===== src/rtl/hw_mux_seq_pkg.sv =====
// ============================================================================
// Module  : hw_mux_seq_pkg
// Purpose : Shared types and constants for the hw_mux_seq sequencer.
//           - sequencer state encoding (IDLE/STEP/DONE, 2-bit)
//           - SEL_LAST, the final select value stepped through
//           - the default operand width
// Ports   : none (package)
// Revision: 1.0 - initial release
// ============================================================================
`default_nettype none

package hw_mux_seq_pkg;

  typedef enum logic [1:0] {
    IDLE = 2'd0,
    STEP = 2'd1,
    DONE = 2'd2
  } state_t;

  localparam logic [1:0] SEL_LAST   = 2'd3;
  localparam int         DW_DEFAULT = 3;

endpackage

`default_nettype wire


===== src/rtl/hw_mux_seq_hold_cnt.sv =====
// ============================================================================
// Module  : hw_hold_cnt
// Purpose : 8-bit hold-window counter. Counts 0..HOLD-1 while en is high and
//           wraps to 0; tc flags the last cycle of each window.
// Ports   : clk   in  1  system clock
//           rst_n in  1  asynchronous active-low reset
//           clr   in  1  synchronous clear to 0 (priority over en)
//           en    in  1  count enable
//           tc    out 1  terminal count: en high and cnt == HOLD-1
// Revision: 1.0 - initial release
// ============================================================================
`default_nettype none

module hw_hold_cnt #(
  parameter int HOLD = 10
) (
  input  logic clk,
  input  logic rst_n,
  input  logic clr,
  input  logic en,
  output logic tc
);

  localparam logic [7:0] CNT_LAST = 8'(HOLD - 1);

  logic [7:0] cnt_q;
  logic [7:0] cnt_d;
  logic       at_last;

  // With HOLD=1 CNT_LAST is 0, so the counter never leaves 0 and tc
  // fires on every enabled cycle.
  assign at_last = (cnt_q == CNT_LAST);
  assign tc      = en && at_last;

  always_comb begin
    cnt_d = cnt_q;
    if (clr) begin
      cnt_d = 8'd0;
    end else if (en) begin
      cnt_d = at_last ? 8'd0 : cnt_q + 8'd1;
    end
  end

  always_ff @(posedge clk or negedge rst_n) begin
    if (!rst_n) begin
      cnt_q <= 8'd0;
    end else begin
      cnt_q <= cnt_d;
    end
  end

endmodule

`default_nettype wire


===== src/rtl/hw_mux_seq.sv =====
// ============================================================================
// Module  : hw_mux_seq
// Purpose : Upstream sequencer for a 2-input / 2-bit-select mux stage.
//           On an accepted start it latches op0/op1 onto din0/din1, steps sel
//           0..3 holding each value HOLD cycles, samples dout_in at the end
//           of every hold window and packs the four samples into result.
// Ports   : clk      in  1     system clock
//           rst_n    in  1     asynchronous active-low reset
//           start    in  1     request, sampled only in IDLE
//           op0/op1  in  DW    operands latched on accept
//           din0/1   out DW    registered mux data drives
//           sel      out 2     registered mux select drive
//           dout_in  in  DW    mux output fed back
//           busy     out 1     high while stepping
//           done     out 1     one-cycle pulse, result valid
//           result   out 4*DW  {s3,s2,s1,s0}
// Revision: 1.0 - initial release
// ============================================================================
`default_nettype none

module hw_mux_seq
  import hw_mux_seq_pkg::*;
#(
  parameter int DW   = DW_DEFAULT,
  parameter int HOLD = 10
) (
  input  logic            clk,
  input  logic            rst_n,
  input  logic            start,
  input  logic [DW-1:0]   op0,
  input  logic [DW-1:0]   op1,
  output logic [DW-1:0]   din0,
  output logic [DW-1:0]   din1,
  output logic [1:0]      sel,
  input  logic [DW-1:0]   dout_in,
  output logic            busy,
  output logic            done,
  output logic [4*DW-1:0] result
);

  state_t            state_q, state_d;
  logic [DW-1:0]     din0_q, din0_d;
  logic [DW-1:0]     din1_q, din1_d;
  logic [1:0]        sel_q, sel_d;
  logic              busy_q, busy_d;
  logic              done_q, done_d;
  logic [4*DW-1:0]   result_q, result_d;

  logic              accept;
  logic              step_en;
  logic              tc;

  assign accept  = (state_q == IDLE) && start;
  assign step_en = (state_q == STEP);

  hw_hold_cnt #(
    .HOLD (HOLD)
  ) u_hold_cnt (
    .clk   (clk),
    .rst_n (rst_n),
    .clr   (accept),
    .en    (step_en),
    .tc    (tc)
  );

  always_comb begin
    state_d  = state_q;
    din0_d   = din0_q;
    din1_d   = din1_q;
    sel_d    = sel_q;
    busy_d   = busy_q;
    done_d   = 1'b0;
    result_d = result_q;

    case (state_q)
      IDLE: begin
        if (start) begin
          din0_d  = op0;
          din1_d  = op1;
          sel_d   = 2'd0;
          busy_d  = 1'b1;
          state_d = STEP;
        end
      end
      STEP: begin
        if (tc) begin
          // Slices are written in place; the old result stays visible in
          // the untouched slices until the run overwrites them.
          result_d[sel_q*DW +: DW] = dout_in;
          if (sel_q == SEL_LAST) begin
            busy_d  = 1'b0;
            done_d  = 1'b1;
            state_d = DONE;
          end else begin
            sel_d = sel_q + 2'd1;
          end
        end
      end
      DONE: begin
        // start is deliberately not looked at here; sel and operands stay.
        state_d = IDLE;
      end
      default: begin
        state_d = IDLE;
      end
    endcase
  end

  always_ff @(posedge clk or negedge rst_n) begin
    if (!rst_n) begin
      state_q  <= IDLE;
      din0_q   <= '0;
      din1_q   <= '0;
      sel_q    <= 2'd0;
      busy_q   <= 1'b0;
      done_q   <= 1'b0;
      result_q <= '0;
    end else begin
      state_q  <= state_d;
      din0_q   <= din0_d;
      din1_q   <= din1_d;
      sel_q    <= sel_d;
      busy_q   <= busy_d;
      done_q   <= done_d;
      result_q <= result_d;
    end
  end

  assign din0   = din0_q;
  assign din1   = din1_q;
  assign sel    = sel_q;
  assign busy   = busy_q;
  assign done   = done_q;
  assign result = result_q;

endmodule

`default_nettype wire

===== config.mk =====
export PLATFORM = sky130hd
export DESIGN_NAME = hw_mux_seq
export DESIGN_NICKNAME = d
export VERILOG_FILES = /design/src/rtl/hw_mux_seq_pkg.sv /design/src/rtl/hw_mux_seq_hold_cnt.sv /design/src/rtl/hw_mux_seq.sv
export SDC_FILE = /design/constraint.sdc
export NUM_CORES = 1
export LEC_CHECK = 0
export CAP_MARGIN = 20
export CORE_MARGIN = 5
export CORE_UTILIZATION = 50
export DETAILED_ROUTE_END_ITERATION = 8
export GPL_ROUTABILITY_DRIVEN = 0
export GPL_TIMING_DRIVEN = 0
export PLACE_DENSITY = 0.91
export SKIP_CTS_REPAIR_TIMING = 1
export SLEW_MARGIN = 5
export SYNTH_ARGS = -nofsm -noshare
export SYNTH_HDL_FRONTEND = slang
export SYNTH_SLANG_ARGS = --single-unit

===== constraint.sdc =====
create_clock -name clk -period 2.7 [get_ports clk]
set_input_delay 0.27 -clock clk [delete_from_list [all_inputs] [get_ports clk]]
set_output_delay 0.27 -clock clk [all_outputs]
set_load 0.05 [all_outputs]

==> results of run 1 <==
[layout by cell type (no fill, tap or decap), types with 2 or more instances in the layout]
cell type | Yosys | final
dfrtp_1 | 32 | 32
clkdlybuf4s50_1 | 0 | 32
nand2_1 | 13 | 13
mux2_2 | 10 | 10
nand4_1 | 9 | 9
a21bo_2 | 9 | 9
ha_1 | 8 | 8
o21ai_0 | 7 | 7
inv_1 | 6 | 6
nor2_1 | 5 | 5
clkbuf_4 | 0 | 5
and3_1 | 4 | 4
nor3b_1 | 3 | 3
nand3_1 | 3 | 3
clkbuf_1 | 1 | 2
a21o_1 | 2 | 2
a41oi_1 | 2 | 2
a31oi_1 | 2 | 2
[kinds of logic after synthesis]
family / after synthesis / share of synthesized area [%]
xor+xnor: 1 / 0.571
compound gates: 27 / 13.2
buf+inv: 8 / 2.44
fa+ha+maj: 8 / 6.52
simple gates: 47 / 17.8
mux: 10 / 7.34
flops: 32 / 52.2
[state kept, by name (all words and copies together), names as in the netlist]
signal and count:
result 12, din0 3, sel 2, busy 1, din1 3, state_q 2, u_hold_cnt.cnt_q 8, done 1
[per-layer routing]
metal  share of wire, %  vias to the layer above  global-route usage (%)
met3                5.5                        6                    4.79
met1                 39                      583                    18.0
met2                 53                       34                    30.1
li1                   -                      563                       -
met5                  0                        -                       0
met4                2.6                        0                    10.1
[worst min path at each step]
stage | to | slack, ns | cells past startpoint
2_1_floorplan | busy | -0.03 | 0
3_3_place_gp | busy | 0.47 | 1
3_5_place_dp | result[6] | 0.36 | 1
4_1_cts | result[11] | -0.01 | 1
5_1_grt | din1[2] | 0.01 | 1
6_report | result[4] | -0.03 | 1
[area by class of cell]
type                    count  share of cell area, %
flip-flops and latches     32                   40.5
multi-input cells          93                   35.2
repair buffers             33                   16.4
clock buffers               6                   2.09
well taps                  33                   2.09
clock inverters             2                   1.77
inverters                   6                   1.14
plain buffers               2                  0.759
[where the power goes]
group | switching, W | internal (W) | leakage, nW
logic | 0.000301 | 0.000186 | 0.450
clock network | 0.000162 | 0.000194 | 0.0422
registers | 0.0000565 | 0.000545 | 0.398
total | 0.000519 | 0.000924 | 0.890
[per-stage QoR]
step | total power [W] | setup slack [ns] | hold slack [ns] | cell area [sq um]
final | 0.00144 | 0.715 | -0.0338 | 1980
after global routing | 0.00153 | 0.637 | 0.0127 | 1980
after CTS | 0.00146 | 0.702 | -0.0127 | 1980
after detailed placement | 0.00110 | 0.771 | 0.363 | 1900
after global placement | 0.00107 | 0.793 | 0.467 | 1910
after floorplan | 0.000935 | 0.735 | -0.0256 | 1540
==> impl_metrics.toml, run 1 <==
[timing]
timing.fmax_mhz = 504
slew_violations = 0
layout_min_cycle_time_ns = 1.98
rsz0062_at_grt = "no"
setup_tns_ns = 0
relSlewSlack_pct = 53.3
worst_pin_slew_ns = 0.701
holdWs_ns = -0.0338
clock_skew_ns = 0.00647
post-route-period-util_pct = 73.5
setup_viol = 0
final-hold-violation-count = 32

[route]
drt-initial-drc-count = 51
vias_per_cell = 5.73
wl_per_cell_um = 15.4
drc_errors = 0
wl_um = 3180
ant_nets = 0
dr_total_vias = 1186
firstDrtPassIters = 5

[global_route]
grt_start_max_net_pins = 33
overflow = 0
grtUsageTotal_pct = 17.1
grt_pass1_wl_um = 5400
antenna_found_initial = 0
first_global_vias = 1203

[place]
io_buffers = 33
hpwlAfterDp_um = 2440
dp_cells = 199

[clock_tree]
cts_tree = "done"
clk_path_buf_depth = 2
root_buffer = "clkbuf_4"
cts_buffers = 5
clk_latency_ns = 0.34
clk_pin_slew_ns = 0.10
htreeDepth = 2
cts_sinks = 32

[floorplanning]
core_area_sq_um = 3000
die_x_um = 65.4
row_count = 20
dieArea_sq_um = 4280
initial_core_util_pct = 51.1
ioPinCount = 34
die_y_um = 65.4

[worst_setup_path]
arrival_ns = 1.71
worst-path-stages = 1
end_kind = "primary output"
slowest_delay_ns = 0.86
setup.worst_path.end = "sel[0]"
reg2reg_slack_ns = 0.76
critPathKind = "reg2out"
start_kind = "flop"
critPathMaxFanout = 10
cp_slowest_cell = "clkdlybuf4s50_1"
cp_data_required_time_ns = 2.43
r2r_start = "u_hold_cnt.cnt_q[4]"
cp_cell_sequence = "clkdlybuf4s50_1"
cp-startpoint = "sel[0]"
reg2reg_depth = 5
path_delay_family = "buffers and inverters"
rr_endpoint = "result[6]"
path_buf_inv = 1

[min_path]
hp-class = "in2async"

[synthesis]
synth_warnings = 0
ys_seq_area_share_pct = 52.2
synth_top_area_share_pct = 52.2
avgSynthCellArea_sq_um = 11.5
synth_nets = 153
synth.most_common_cell = "dfrtp_1"
post-synth-top-area-cell = "dfrtp_1"
ys_ff_latch = 32
async_reset_ff_share_pct = 100
synthTopCellsByCount = "32 x dfrtp_1, 13 x nand2_1, 10 x mux2_2"
synth_edf_count = 0
synth_flop_cell = "dfrtp_1"
synthCells = 133
synth_area_sq_um = 1540
yosysUniqueCellTypes = 33
ys_top_cells_by_area = "dfrtp_1 52%, mux2_2 7.3%, ha_1 6.5%, a21bo_2 5.9%, nand4_1 3.7%"

[finish]
antenna_cells = 0
syn_to_final_growth_pct = 28.9
multiInputGateArea_sq_um = 697
fin_util_pct = 65.9
stdcell_count = 207
drive_above_1_share_pct = 19.0
fin_nets = 193
seq_area_sq_um = 801
fillCellCount = 232

[run_status]
status = "finished with violations"
violations = "hold timing"

[power]
p_leak_nw = 0.890
power_density_nw_per_um2 = 730
vdd_drop_max_v = 0.000406

[flow_run]
drv_cap = 0
Power figures use the tool's default switching activity.
==> inputs of run 2 (changes only) <==
Settings changed: CORE_UTILIZATION 50 to 45, PLACE_DENSITY 0.91 to 0.87.
Clock period 2.7 ns to 1.67 ns, I/O delays scaled along.
==> impl_metrics.toml, run 2 (synthesis results as in run 1) <==
[clock_tree]
htreeDepth = 2
cts_sinks = 32
clk_pin_slew_ns = 0.10
clk_latency_ns = 0.34
cts_tree = "done"
clk_path_buf_depth = 2
cts_buffers = 5
root_buffer = "clkbuf_4"

[power]
power_frac_comb_pct = 36.0
p_int_w = 0.00156
power_density_nw_per_um2 = 1090
switching_share_pct = 36.5
p_leak_nw = 1.28
p_sw_w = 0.000899
pwr-share-clk_pct = 23.7
vdd_drop_max_v = 0.000768
p_seq_share_pct = 40.3

[finish]
fin_nets = 206
final_cell_area_sq_um = 2260
layout_commonest_cell = "dfrtp_1"
antenna_cells = 0
fillCellCount = 249
largest_reg_flops = 12
syn_to_final_growth_pct = 47.2
drive_above_1_share_pct = 33.2
fin_util_pct = 68.3
layout.cells.most_common_list = "29 x dfrtp_1, 22 x dlymetal6s2s_1, 10 x mux2_2, 10 x clkdlybuf4s50_1"

[timing]
fin_ws_ns = -0.189
layout_min_cycle_time_ns = 1.86
relSlewSlack_pct = 53.2
rsz0062_at_grt = "yes"
worst_pin_slew_ns = 0.699
setup_tns_ns = -3.01
clock_skew_ns = 0.0105
timing.fmax_mhz = 538
setup_viol = 23
holdWs_ns = 0.410
slew_violations = 0
post-route-period-util_pct = 111
final-hold-violation-count = 0

[floorplanning]
row_count = 21
ioPinCount = 34
die_x_um = 68.4
die_y_um = 68.4
initial_core_util_pct = 46.4
dieArea_sq_um = 4680
core_area_sq_um = 3310

[worst_setup_path]
path_buf_inv = 2
critPathKind = "reg2reg"
critPathMaxFanout = 5
cp_slowest_cell = "or4_4"
slowest_delay_ns = 0.58
cp_cell_sequence = "or4_4 -> nor3_4 -> buf_4 -> buf_6 -> nand2_4 -> a21bo_2"
path_delay_family = "simple AND/OR/NAND/NOR gates"
end_kind = "flop"
arrival_ns = 2.10
cp_data_required_time_ns = 1.91
start_kind = "flop"

[global_route]
grtUsageTotal_pct = 16.1
grt_start_max_net_pins = 33
grt_pass1_wl_um = 5420
first_global_vias = 1176
overflow = 0
antenna_found_initial = 0

[place]
io_buffers = 33
post_dp_cell_area_sq_um = 1960
hpwlAfterDp_um = 2450

[route]
drt-initial-drc-count = 88
firstDrtPassIters = 4
ant_nets = 0
drc_errors = 0
vias_per_cell = 5.42
dr_total_vias = 1262
wl_um = 3620
wl_per_cell_um = 15.6

[flow_run]
drv_cap = 0

[run_status]
violations = "setup timing"
status = "finished with violations"

[min_path]
hp-class = "in2async"
## run 2: worst paths after layout
path / start / end / cells past startpoint / slack (ns)
setup / recovery: u_hold_cnt.cnt_q[5] / result[7] / 6 / -0.19
hold / removal: rst_n / result[10] / 2 / 0.41
setup reg to reg: u_hold_cnt.cnt_q[5] / result[7] / 6 / -0.19
hold reg to reg: result[9] / result[9] / 1 / 0.50
max in group asynchronous: rst_n / sel[0] / 2 / 0.75
min in group clk: op0[0] / din0[0] / 2 / 0.43
## run 2: metal layers
metal | vias up | part of all wire, % | global-route usage [%]
met2 | 45 | 53 | 27.2
met4 | 0 | 3.1 | 7.44
met1 | 617 | 38 | 17.9
met3 | 11 | 6.3 | 5.75
li1 | 589 | - | -
met5 | - | 0 | 0
## run 2: power groups by stage
stage / registers, W / logic [W] / clock network (W)
floorplan: 0.00118 / 0.000361 / 0
CTS: 0.000977 / 0.000813 / 0.000598
global placement: 0.000980 / 0.000786 / 0
global route: 0.00101 / 0.000945 / 0.000634
finish: 0.000992 / 0.000885 / 0.000584
detailed placement: 0.000993 / 0.000811 / 0
## run 2: final cells by class
class	count	area, sq um	area share (%)
Sequential cell	32	807	35.7
Multi-Input combinational cell	93	778	34.4
Timing Repair Buffer	47	507	22.4
Tap cell	46	57.6	2.55
Clock buffer	6	41.3	1.83
Clock inverter	2	35.0	1.55
Inverter	6	22.5	0.997
Buffer	1	11.3	0.498
## run 2: worst register-to-register path: stages, from the launching register on
cell and delay (ns):
dfrtp_1 0.43, or4_4 0.58, nor3_4 0.21, buf_4 0.16
buf_6 0.13, nand2_4 0.05, a21bo_2 0.19
## run 2: through the flow
step           total power [W]  instances  setup slack [ns]
4_1_cts                0.00239        220            -0.203
2_1_floorplan          0.00154        133           -0.0341
3_5_place_dp           0.00180        212            -0.186
6_report               0.00246        233            -0.189
3_3_place_gp           0.00177        212            -0.266
5_1_grt                0.00259        233            -0.270
